$ cat src/rtl/f2h_tester_pkg.sv
// ----------------------------------------------------------------------------
// f2h_tester_pkg
// Shared definitions for the F2H interface tester:
//   - CSR byte offsets (decoded on csr address bits [5:0])
//   - FSM state encoding
//   - STATUS register bit positions
//   - lane_lsb(): converts a 32-bit lane index into the first byte-enable bit
// Optional build macro F2H_TESTER_TIMEOUT_EN (used by the top) is not
// referenced here.
// ----------------------------------------------------------------------------
package f2h_tester_pkg;

   localparam logic [5:0] CSR_CTRL    = 6'h00;
   localparam logic [5:0] CSR_ADDR_LO = 6'h04;
   localparam logic [5:0] CSR_WDATA   = 6'h08;
   localparam logic [5:0] CSR_ADDR_HI = 6'h0C;
   localparam logic [5:0] CSR_STATUS  = 6'h10;
   localparam logic [5:0] CSR_RDATA   = 6'h14;
   localparam logic [5:0] CSR_WR_CNT  = 6'h18;
   localparam logic [5:0] CSR_RD_CNT  = 6'h1C;

   localparam int STAT_BUSY    = 0;
   localparam int STAT_WR_DONE = 1;
   localparam int STAT_RD_DONE = 2;
   localparam int STAT_TIMEOUT = 3;

   typedef enum logic [1:0] {
      ST_IDLE    = 2'd0,
      ST_WR_REQ  = 2'd1,
      ST_RD_REQ  = 2'd2,
      ST_RD_WAIT = 2'd3
   } state_t;

   // A 32-bit lane covers 4 byte enables; lane n starts at byte 4*n.
   function automatic logic [5:0] lane_lsb(input logic [3:0] lane);
      return {lane, 2'b00};
   endfunction

endpackage

$ cat src/rtl/f2h_tester_if.sv
// ----------------------------------------------------------------------------
// f2h_tester_if
// Avalon-MM bus bundle for the F2H master port.
//   master modport: drives write/read/address/byteenable/writedata,
//                   receives readdatavalid/readdata/waitrequest.
//   slave modport : the mirror image.
// Handshake: a request (write or read high) is accepted on a rising clock
// edge where waitrequest is low; until then the master keeps the request and
// its address/data/byteenable stable. Read data returns later (or in the
// accepting cycle) qualified by a single-cycle readdatavalid.
// ----------------------------------------------------------------------------
interface f2h_tester_if #(
   parameter int ADDR_W = 64,
   parameter int DATA_W = 512
) ();
   logic                  write;
   logic                  read;
   logic [ADDR_W-1:0]     address;
   logic [DATA_W/8-1:0]   byteenable;
   logic [DATA_W-1:0]     writedata;
   logic                  readdatavalid;
   logic [DATA_W-1:0]     readdata;
   logic                  waitrequest;

   modport master (
      output write, read, address, byteenable, writedata,
      input  readdatavalid, readdata, waitrequest
   );

   modport slave (
      input  write, read, address, byteenable, writedata,
      output readdatavalid, readdata, waitrequest
   );
endinterface

$ cat src/rtl/f2h_tester_csr.sv
// ----------------------------------------------------------------------------
// f2h_tester_csr
// CSR register file and readback mux for the F2H interface tester.
// Ports:
//   clk, rst_n            : clock, async active-low reset
//   write/read/address/writedata : Avalon-MM CSR slave request
//   readdatavalid/readdata: registered read response (1 cycle after read)
//   start_wr/start_rd     : decoded CTRL write pulses (write wins over read)
//   addr_lo/addr_hi/wdata : software-owned RW registers
//   status/rdata/wr_cnt/rd_cnt : read-only values owned by the top
// ----------------------------------------------------------------------------
module f2h_tester_csr
   import f2h_tester_pkg::*;
#(
   parameter int CSR_ADDR_W = 14,
   parameter int CSR_DATA_W = 32
) (
   input  logic                  clk,
   input  logic                  rst_n,
   input  logic                  write,
   input  logic                  read,
   input  logic [CSR_ADDR_W-1:0] address,
   input  logic [CSR_DATA_W-1:0] writedata,
   output logic                  readdatavalid,
   output logic [CSR_DATA_W-1:0] readdata,
   output logic                  start_wr,
   output logic                  start_rd,
   output logic [31:0]           addr_lo,
   output logic [31:0]           addr_hi,
   output logic [31:0]           wdata,
   input  logic [31:0]           status,
   input  logic [31:0]           rdata,
   input  logic [31:0]           wr_cnt,
   input  logic [31:0]           rd_cnt
);

   logic [5:0]  offset;
   logic        ctrl_wr;
   logic [31:0] rd_mux;
   logic        unused_addr_bits;

   assign offset           = address[5:0];
   assign unused_addr_bits = ^address[CSR_ADDR_W-1:6];

   // Start pulses; the top only honours them while idle.
   assign ctrl_wr  = write && (offset == CSR_CTRL);
   assign start_wr = ctrl_wr && writedata[0];
   assign start_rd = ctrl_wr && writedata[1] && !writedata[0];

   always_ff @(posedge clk or negedge rst_n) begin
      if (!rst_n) begin
         addr_lo <= '0;
         addr_hi <= '0;
         wdata   <= '0;
      end else if (write) begin
         case (offset)
            CSR_ADDR_LO: addr_lo <= writedata[31:0];
            CSR_WDATA:   wdata   <= writedata[31:0];
            CSR_ADDR_HI: addr_hi <= writedata[31:0];
            default: ;
         endcase
      end
   end

   always_comb begin
      rd_mux = '0;
      case (offset)
         CSR_ADDR_LO: rd_mux = addr_lo;
         CSR_WDATA:   rd_mux = wdata;
         CSR_ADDR_HI: rd_mux = addr_hi;
         CSR_STATUS:  rd_mux = status;
         CSR_RDATA:   rd_mux = rdata;
         CSR_WR_CNT:  rd_mux = wr_cnt;
         CSR_RD_CNT:  rd_mux = rd_cnt;
         default:     rd_mux = '0;
      endcase
   end

   always_ff @(posedge clk or negedge rst_n) begin
      if (!rst_n) begin
         readdatavalid <= 1'b0;
         readdata      <= '0;
      end else begin
         readdatavalid <= read;
         readdata      <= read ? rd_mux : '0;
      end
   end

endmodule

$ cat src/rtl/f2h_interface_tester.sv
// ----------------------------------------------------------------------------
// f2h_interface_tester
// CSR-programmed generator of single 32-bit write/read transactions on a
// 512-bit Avalon-MM F2H master port.
// Ports:
//   clk, rst_n     : sole clock, async active-low reset
//   csr_avmm_*     : 32-bit Avalon-MM CSR slave (waitrequest tied low)
//   f2h_avmm       : F2H master bus (f2h_tester_if.master), all outputs
//                    registered
//   dbg_state      : current FSM state for observation
// Build option: define F2H_TESTER_TIMEOUT_EN to abort a transaction that has
// not completed within TIMEOUT_CYC cycles and flag STATUS.timeout.
// ----------------------------------------------------------------------------
module f2h_interface_tester
   import f2h_tester_pkg::*;
#(
   parameter int CSR_ADDR_W  = 14,
   parameter int CSR_DATA_W  = 32,
   parameter int F2H_DATA_W  = 512,
   parameter int F2H_ADDR_W  = 64,
   parameter int TIMEOUT_CYC = 1024
) (
   input  logic                  clk,
   input  logic                  rst_n,
   input  logic                  csr_avmm_write,
   input  logic                  csr_avmm_read,
   input  logic [CSR_ADDR_W-1:0] csr_avmm_address,
   input  logic [CSR_DATA_W-1:0] csr_avmm_writedata,
   output logic                  csr_avmm_readdatavalid,
   output logic [CSR_DATA_W-1:0] csr_avmm_readdata,
   output logic                  csr_avmm_waitrequest,
   f2h_tester_if.master          f2h_avmm,
   output state_t                dbg_state
);

   state_t      state;
   logic        start_wr, start_rd;
   logic [31:0] addr_lo, addr_hi, wdata;
   logic [31:0] rdata, wr_cnt, rd_cnt, status;
   logic        wr_done, rd_done, timeout_flag;
   logic [3:0]  lane_q;

   logic [63:0]             addr_full;
   logic [63:0]             addr_aligned;
   logic [3:0]              lane;
   logic [F2H_DATA_W/8-1:0] be_next;
   logic                    unused_addr_bits;

   assign csr_avmm_waitrequest = 1'b0;
   assign dbg_state            = state;

   f2h_tester_csr #(
      .CSR_ADDR_W (CSR_ADDR_W),
      .CSR_DATA_W (CSR_DATA_W)
   ) u_csr (
      .clk           (clk),
      .rst_n         (rst_n),
      .write         (csr_avmm_write),
      .read          (csr_avmm_read),
      .address       (csr_avmm_address),
      .writedata     (csr_avmm_writedata),
      .readdatavalid (csr_avmm_readdatavalid),
      .readdata      (csr_avmm_readdata),
      .start_wr      (start_wr),
      .start_rd      (start_rd),
      .addr_lo       (addr_lo),
      .addr_hi       (addr_hi),
      .wdata         (wdata),
      .status        (status),
      .rdata         (rdata),
      .wr_cnt        (wr_cnt),
      .rd_cnt        (rd_cnt)
   );

   // Lane selection: bits [5:2] pick the 32-bit word inside the 64-byte beat,
   // bits [1:0] are below word granularity and have no effect.
   assign addr_full        = {addr_hi, addr_lo};
   assign addr_aligned     = {addr_full[63:6], 6'b0};
   assign lane             = addr_full[5:2];
   assign unused_addr_bits = ^addr_full[1:0];

   always_comb begin
      be_next = '0;
      be_next[lane_lsb(lane) +: 4] = 4'hF;
   end

   assign status = {28'b0, timeout_flag, rd_done, wr_done, (state != ST_IDLE)};

`ifdef F2H_TESTER_TIMEOUT_EN
   logic [31:0] tcnt;
   logic        timeout_q;
   logic        expired;

   assign timeout_flag = timeout_q;
   assign expired      = (tcnt == 32'(TIMEOUT_CYC - 1));
`else
   localparam int unused_timeout_cyc = TIMEOUT_CYC;
   assign timeout_flag = 1'b0;
`endif

   always_ff @(posedge clk or negedge rst_n) begin
      if (!rst_n) begin
         state               <= ST_IDLE;
         f2h_avmm.write      <= 1'b0;
         f2h_avmm.read       <= 1'b0;
         f2h_avmm.address    <= '0;
         f2h_avmm.byteenable <= '0;
         f2h_avmm.writedata  <= '0;
         lane_q              <= '0;
         rdata               <= '0;
         wr_cnt              <= '0;
         rd_cnt              <= '0;
         wr_done             <= 1'b0;
         rd_done             <= 1'b0;
`ifdef F2H_TESTER_TIMEOUT_EN
         tcnt                <= '0;
         timeout_q           <= 1'b0;
`endif
      end else begin
         case (state)
            ST_IDLE: begin
               // Bus fields are latched at start so later CSR writes cannot
               // disturb a request that is already on the bus.
               if (start_wr || start_rd) begin
                  f2h_avmm.address    <= addr_aligned[F2H_ADDR_W-1:0];
                  f2h_avmm.byteenable <= be_next;
                  f2h_avmm.writedata  <= {(F2H_DATA_W/32){wdata}};
                  lane_q              <= lane;
                  wr_done             <= 1'b0;
                  rd_done             <= 1'b0;
`ifdef F2H_TESTER_TIMEOUT_EN
                  tcnt                <= '0;
                  timeout_q           <= 1'b0;
`endif
                  if (start_wr) begin
                     f2h_avmm.write <= 1'b1;
                     state          <= ST_WR_REQ;
                  end else begin
                     f2h_avmm.read  <= 1'b1;
                     state          <= ST_RD_REQ;
                  end
               end
            end

            ST_WR_REQ: begin
               if (!f2h_avmm.waitrequest) begin
                  f2h_avmm.write <= 1'b0;
                  wr_done        <= 1'b1;
                  wr_cnt         <= wr_cnt + 32'd1;
                  state          <= ST_IDLE;
`ifdef F2H_TESTER_TIMEOUT_EN
               end else if (expired) begin
                  f2h_avmm.write <= 1'b0;
                  timeout_q      <= 1'b1;
                  state          <= ST_IDLE;
               end else begin
                  tcnt <= tcnt + 32'd1;
`endif
               end
            end

            ST_RD_REQ: begin
               if (!f2h_avmm.waitrequest) begin
                  f2h_avmm.read <= 1'b0;
                  // Response may arrive in the very cycle the read is accepted.
                  if (f2h_avmm.readdatavalid) begin
                     rdata   <= f2h_avmm.readdata[{lane_q, 5'b0} +: 32];
                     rd_done <= 1'b1;
                     rd_cnt  <= rd_cnt + 32'd1;
                     state   <= ST_IDLE;
                  end else begin
                     state   <= ST_RD_WAIT;
`ifdef F2H_TESTER_TIMEOUT_EN
                     tcnt    <= tcnt + 32'd1;
`endif
                  end
`ifdef F2H_TESTER_TIMEOUT_EN
               end else if (expired) begin
                  f2h_avmm.read <= 1'b0;
                  timeout_q     <= 1'b1;
                  state         <= ST_IDLE;
               end else begin
                  tcnt <= tcnt + 32'd1;
`endif
               end
            end

            ST_RD_WAIT: begin
               if (f2h_avmm.readdatavalid) begin
                  rdata   <= f2h_avmm.readdata[{lane_q, 5'b0} +: 32];
                  rd_done <= 1'b1;
                  rd_cnt  <= rd_cnt + 32'd1;
                  state   <= ST_IDLE;
`ifdef F2H_TESTER_TIMEOUT_EN
               end else if (expired) begin
                  timeout_q <= 1'b1;
                  state     <= ST_IDLE;
               end else begin
                  tcnt <= tcnt + 32'd1;
`endif
               end
            end

            default: state <= ST_IDLE;
         endcase
      end
   end

endmodule

$ cat src/flat_wrapper.sv
// flat-port wrapper written by rule: the top's interface ports become plain ports
module f2h_interface_tester_flat import f2h_tester_pkg::*;
#(
   parameter int CSR_ADDR_W  = 14,
   parameter int CSR_DATA_W  = 32,
   parameter int F2H_DATA_W  = 512,
   parameter int F2H_ADDR_W  = 64,
   parameter int TIMEOUT_CYC = 1024
)
  (clk, rst_n, csr_avmm_write, csr_avmm_read, csr_avmm_address, csr_avmm_writedata, csr_avmm_readdatavalid, csr_avmm_readdata, csr_avmm_waitrequest, dbg_state, f2h_avmm_write, f2h_avmm_read, f2h_avmm_address, f2h_avmm_byteenable, f2h_avmm_writedata, f2h_avmm_readdatavalid, f2h_avmm_readdata, f2h_avmm_waitrequest);
  f2h_tester_if #(.ADDR_W(64), .DATA_W(512)) f2h_avmm_i ();
  input  logic clk;
  input  logic rst_n;
  input  logic csr_avmm_write;
  input  logic csr_avmm_read;
  input  logic [CSR_ADDR_W-1:0] csr_avmm_address;
  input  logic [CSR_DATA_W-1:0] csr_avmm_writedata;
  output logic csr_avmm_readdatavalid;
  output logic [CSR_DATA_W-1:0] csr_avmm_readdata;
  output logic csr_avmm_waitrequest;
  output state_t dbg_state;
  output wire logic [$bits(f2h_avmm_i.write)-1:0] f2h_avmm_write;
  output wire logic [$bits(f2h_avmm_i.read)-1:0] f2h_avmm_read;
  output wire logic [$bits(f2h_avmm_i.address)-1:0] f2h_avmm_address;
  output wire logic [$bits(f2h_avmm_i.byteenable)-1:0] f2h_avmm_byteenable;
  output wire logic [$bits(f2h_avmm_i.writedata)-1:0] f2h_avmm_writedata;
  input wire logic [$bits(f2h_avmm_i.readdatavalid)-1:0] f2h_avmm_readdatavalid;
  input wire logic [$bits(f2h_avmm_i.readdata)-1:0] f2h_avmm_readdata;
  input wire logic [$bits(f2h_avmm_i.waitrequest)-1:0] f2h_avmm_waitrequest;
  assign f2h_avmm_write = f2h_avmm_i.write;
  assign f2h_avmm_read = f2h_avmm_i.read;
  assign f2h_avmm_address = f2h_avmm_i.address;
  assign f2h_avmm_byteenable = f2h_avmm_i.byteenable;
  assign f2h_avmm_writedata = f2h_avmm_i.writedata;
  assign f2h_avmm_i.readdatavalid = f2h_avmm_readdatavalid;
  assign f2h_avmm_i.readdata = f2h_avmm_readdata;
  assign f2h_avmm_i.waitrequest = f2h_avmm_waitrequest;
  f2h_interface_tester #(.CSR_ADDR_W(CSR_ADDR_W), .CSR_DATA_W(CSR_DATA_W), .F2H_DATA_W(F2H_DATA_W), .F2H_ADDR_W(F2H_ADDR_W), .TIMEOUT_CYC(TIMEOUT_CYC)) u_core (.clk(clk), .rst_n(rst_n), .csr_avmm_write(csr_avmm_write), .csr_avmm_read(csr_avmm_read), .csr_avmm_address(csr_avmm_address), .csr_avmm_writedata(csr_avmm_writedata), .csr_avmm_readdatavalid(csr_avmm_readdatavalid), .csr_avmm_readdata(csr_avmm_readdata), .csr_avmm_waitrequest(csr_avmm_waitrequest), .f2h_avmm(f2h_avmm_i), .dbg_state(dbg_state));
endmodule
$ cat config.mk
export PLATFORM = sky130hd
export DESIGN_NAME = f2h_interface_tester_flat
export DESIGN_NICKNAME = d
export VERILOG_FILES = /design/src/rtl/f2h_tester_pkg.sv /design/src/rtl/f2h_tester_if.sv /design/src/rtl/f2h_tester_csr.sv /design/src/rtl/f2h_interface_tester.sv /design/src/flat_wrapper.sv
export SDC_FILE = /design/constraint.sdc
export NUM_CORES = 1
export LEC_CHECK = 0
export CAP_MARGIN = 20
export CORE_AREA = 4 4 480 482
export CTS_CLUSTER_SIZE = 14
export DETAILED_ROUTE_END_ITERATION = 10
export DIE_AREA = 0 0 484 486
export GPL_ROUTABILITY_DRIVEN = 0
export PLACE_DENSITY_LB_ADDON = 0.1
export SLEW_MARGIN = 20
export SYNTH_ARGS = -nofsm -noshare
export SYNTH_HDL_FRONTEND = slang
export SYNTH_SLANG_ARGS = --single-unit
$ cat constraint.sdc
create_clock -name clk -period 3.1 [get_ports clk]
set_clock_uncertainty 0.1 [all_clocks]
set_input_delay 0.31 -clock clk [delete_from_list [all_inputs] [get_ports clk]]
set_output_delay 0.31 -clock clk [all_outputs]
set_load 0.02 [all_outputs]
==> impl_metrics.csv <==
group,metric,value,unit
grt,grt_first_pass_wirelength,192,mm
grt,overflow,0,
setup_path,path_max_fanout,17,
placement,placedCellCount,5710,
cells_and_area,design_area,36400,um2
cells_and_area,layout-drive-gt1-share,16.2,%
sta,finalHoldViolations,0,
route,vias,18522,
grt,busiest_layer,"met2",
pwr,power_frac_clock,40.2,%
synth,netlist_instances,2035,
synth,syn_avg_cell_area,10.9,um2
synth,synth.largest_area_cell,"dfrtp_1",
floorplan,boundaryPins,1242,
floorplan,start_util,9.76,%
route,route.detailed.drc,0,
synth,ys_ff_latch,341,
sta,period_share,85.0,%
synth,synth-async-reset-ratio,100,%
sta,fin_setup_tns,0,ns
pwr,seq_power_share,38.7,%
cells_and_area,fin_cells,5813,
outcome,outcome,"finished clean",
synth,synth_cell_types,58,
sta,slew_violations,0,
synth,synth_top_area_share,38.6,%
floorplan,die_h,486,um
grt,antenna_found_initial,70,
pwr,p_switching,0.00478,W
synth,ys_top_cells_by_count,"536 x buf_4, 341 x dfrtp_1, 185 x mux2_2",
synth,yosys_warnings,0,
synth,synth_area,22100,um2
clock_network,cts.htree.levels,2,
setup_path,reg2reg_slack,0.64,ns
clock_network,cts_setup_buffers,0,
sta,max_freq,0.379,GHz
cells_and_area,area_delta_synth_final,64.8,%
sta,relSlewSlack,49.1,%
sta,final-setup-viol-count,0,
route,wire_per_inst,25.2,um
synth,synth.most_common_cell,"buf_4",
cells_and_area,nNetsFinal,3325,
pwr,cellPowerDensity,407,nW/um2
pwr,p_comb_share,21.1,%
setup_path,crit_slowest_cell,"dfrtp_1",
setup_path,path_delay_family,"flip-flops",
route,drt.antenna.violating_nets,0,
grt,grt_max_degree,61,
sta,rsz0062_at_grt,"no",
pwr,ir_drop,0.323,mV
route,vias_per_cell,3.19,
clock_network,root_buffer,"clkbuf_16",
sta,tightest_slew,0.764,ns
route,drt_iter0_drc,715,
clock_network,clockBufferDepth,3,
pwr,intPower,0.0101,W
grt,use_met3,3.49,%
grt,grt_use_met1,13.7,%
sta,period_needed,2.64,ns
setup_path,critPathMaxStageDelay,0.83,ns
floorplan,dieArea,235000,um2
pwr,p_leak,13.3,nW
floorplan,core,226000,um2
clock_network,clk_latency,0.64,ns
route,routed_wl,147,mm
synth,synth_flop_cell,"dfrtp_1",
setup_path,arrival,2.23,ns
setup_path,end_kind,"primary output",
clock_network,cts_tree,"built",
route,first_pass_iters,5,
floorplan,fp.dieW,484,um
setup_path,crit_path_cell_trace,"clkdlybuf4s50_1",
flow_run,drv_cap,0,
placement,dpl_cell_area,34700,um2
clock_network,path_clk_slew,0.05,ns
synth,yosysSeqAreaShare,38.6,%
placement,hpwlAfterDp,123,mm
grt,use_met2,21.8,%
floorplan,placementRows,175,
setup_path,path_class,"reg -> out",
grt,grt_pass1_vias,19542,
clock_network,cts_buffers,51,
placement,numPortBuffers,1226,
grt,track_usage,11.9,%
pwr,p_sw_share,32.2,%
worst_hold_path,hold_path.class,"in -> async",
synth,netlist_top_cells_area,"dfrtp_1 39%, buf_4 18%, mux2_2 9.4%, mux4_2 6.2%, mux2i_1 6.2%",
setup_path,crit_required,2.69,ns
clock_network,cts_sinks,341,
setup_path,crit_buf_inv,1,
synth,synth_edf_count,0,
setup_path,crit_path_start_kind,"flip-flop",
[cell families (layout without fill, tap and decap cells)]
family / Yosys count / count (layout) / synth area share (%)
AOI/OAI and AO/OA: 279 / 279 / 8.82
xor gates and xnor gates: 64 / 64 / 2.54
adders and majority gates: 5 / 5 / 0.283
buffers and inverters: 676 / 1431 / 21.0
DFF: 341 / 341 / 38.6
muxes: 388 / 388 / 22.1
other: 1 / 15 / 0.0170
and+or+nand+nor: 281 / 281 / 6.59
[metal layers]
layer / wire length (um) / part of all wire (%) / vias up
li1: - / - / 8265
met1: 58100 / 40 / 9152
met2: 75400 / 51 / 883
met3: 10000 / 6.8 / 188
met4: 2790 / 1.9 / 34
met5: 207 / 0.14 / -
[placed cells by master, fill, tap and decap left out, drive strengths merged, types with 5 or more instances in the layout]
master            n
a21oi            22
a22o             12
a22oi           157
a31oi            61
and2              6
and4              8
buf              91
clkbuf           73
clkdlybuf4s50  1225
clkinv           10
conb              7
dfrtp           341
diode             8
ha                5
inv              25
mux2            191
mux2i           136
mux4             61
nand2            84
nand3            26
nand4            34
nor2             50
nor2b             5
nor3             16
nor4             24
o21ai            15
xnor2            26
xor2             38
[through the flow]
stage	total power [W]	hold WS, ns	setup slack, ns	utilization [%]
CTS	0.0154	0.136	0.324	16.1
finish	0.0148	0.176	0.464	16.1
detailed placement	0.00912	0.244	0.298	15.3
global route	0.0157	0.188	0.311	16.1
floorplan	0.00680	-0.0856	1.03	-
global placement	0.00913	0.254	0.360	15.3
[flip-flops by register name, summed over array words and instances (netlist names)]
| signal | flops |
|---|---|
| u_core.u_csr.wdata | 32 |
| u_core.wr_done | 1 |
| u_core.u_csr.readdatavalid | 1 |
| u_core.wr_cnt | 32 |
| u_core.rd_done | 1 |
| u_core.f2h_avmm.write | 1 |
| u_core.lane_q | 4 |
| u_core.f2h_avmm.writedata | 32 |
| u_core.u_csr.readdata | 32 |
| u_core.f2h_avmm.byteenable | 16 |
| u_core.dbg_state | 2 |
| u_core.f2h_avmm.address | 58 |
| u_core.f2h_avmm.read | 1 |
| u_core.u_csr.addr_hi | 32 |
| u_core.u_csr.addr_lo | 32 |
| u_core.rd_cnt | 32 |
| u_core.rdata | 32 |
[power groups by stage]
stage | clock network, W | registers [W] | logic [W]
2_1_floorplan | 0 | 0.00529 | 0.00150
3_3_place_gp | 0 | 0.00592 | 0.00321
3_5_place_dp | 0 | 0.00591 | 0.00320
4_1_cts | 0.00633 | 0.00583 | 0.00322
5_1_grt | 0.00643 | 0.00587 | 0.00336
6_report | 0.00596 | 0.00575 | 0.00313
[final cells by class]
type,count,area [um2]
repair buffers,1318,13300
multi-input cells,1024,9060
well taps,3009,3760
clock buffers,73,1490
fillers,25276,190000
clock inverters,20,184
diodes,8,20.0
inverters,20,75.1
flip-flops and latches,341,8540
[repair_timing]
item / 4_1_cts / 5_1_grt
endpoints found under the hold margin: 57 / 0
setup endpoints to repair: 0 / 0
hold buffers: 2 / 0
gates resized for setup: 0 / 0
[final timing paths]
path	from	end	cells after the start
worst max-delay path	u_core.f2h_avmm.writedata[489]$_DFFE_PN0P_	f2h_avmm_writedata[425]	1
worst min-delay path	rst_n	u_core.f2h_avmm.writedata[487]$_DFFE_PN0P_	2
worst max register to register	u_core.lane_q[0]$_DFFE_PN0P_	u_core.rdata[21]$_DFFE_PN0P_	5
worst min register to register	u_core.rd_cnt[31]$_DFFE_PN0P_	u_core.rd_cnt[31]$_DFFE_PN0P_	1
max in group asynchronous	rst_n	u_core.rdata[13]$_DFFE_PN0P_	3
min in group clk	csr_avmm_writedata[13]	u_core.u_csr.wdata[13]$_DFFE_PN0P_	2
Power figures use the tool's default switching activity.
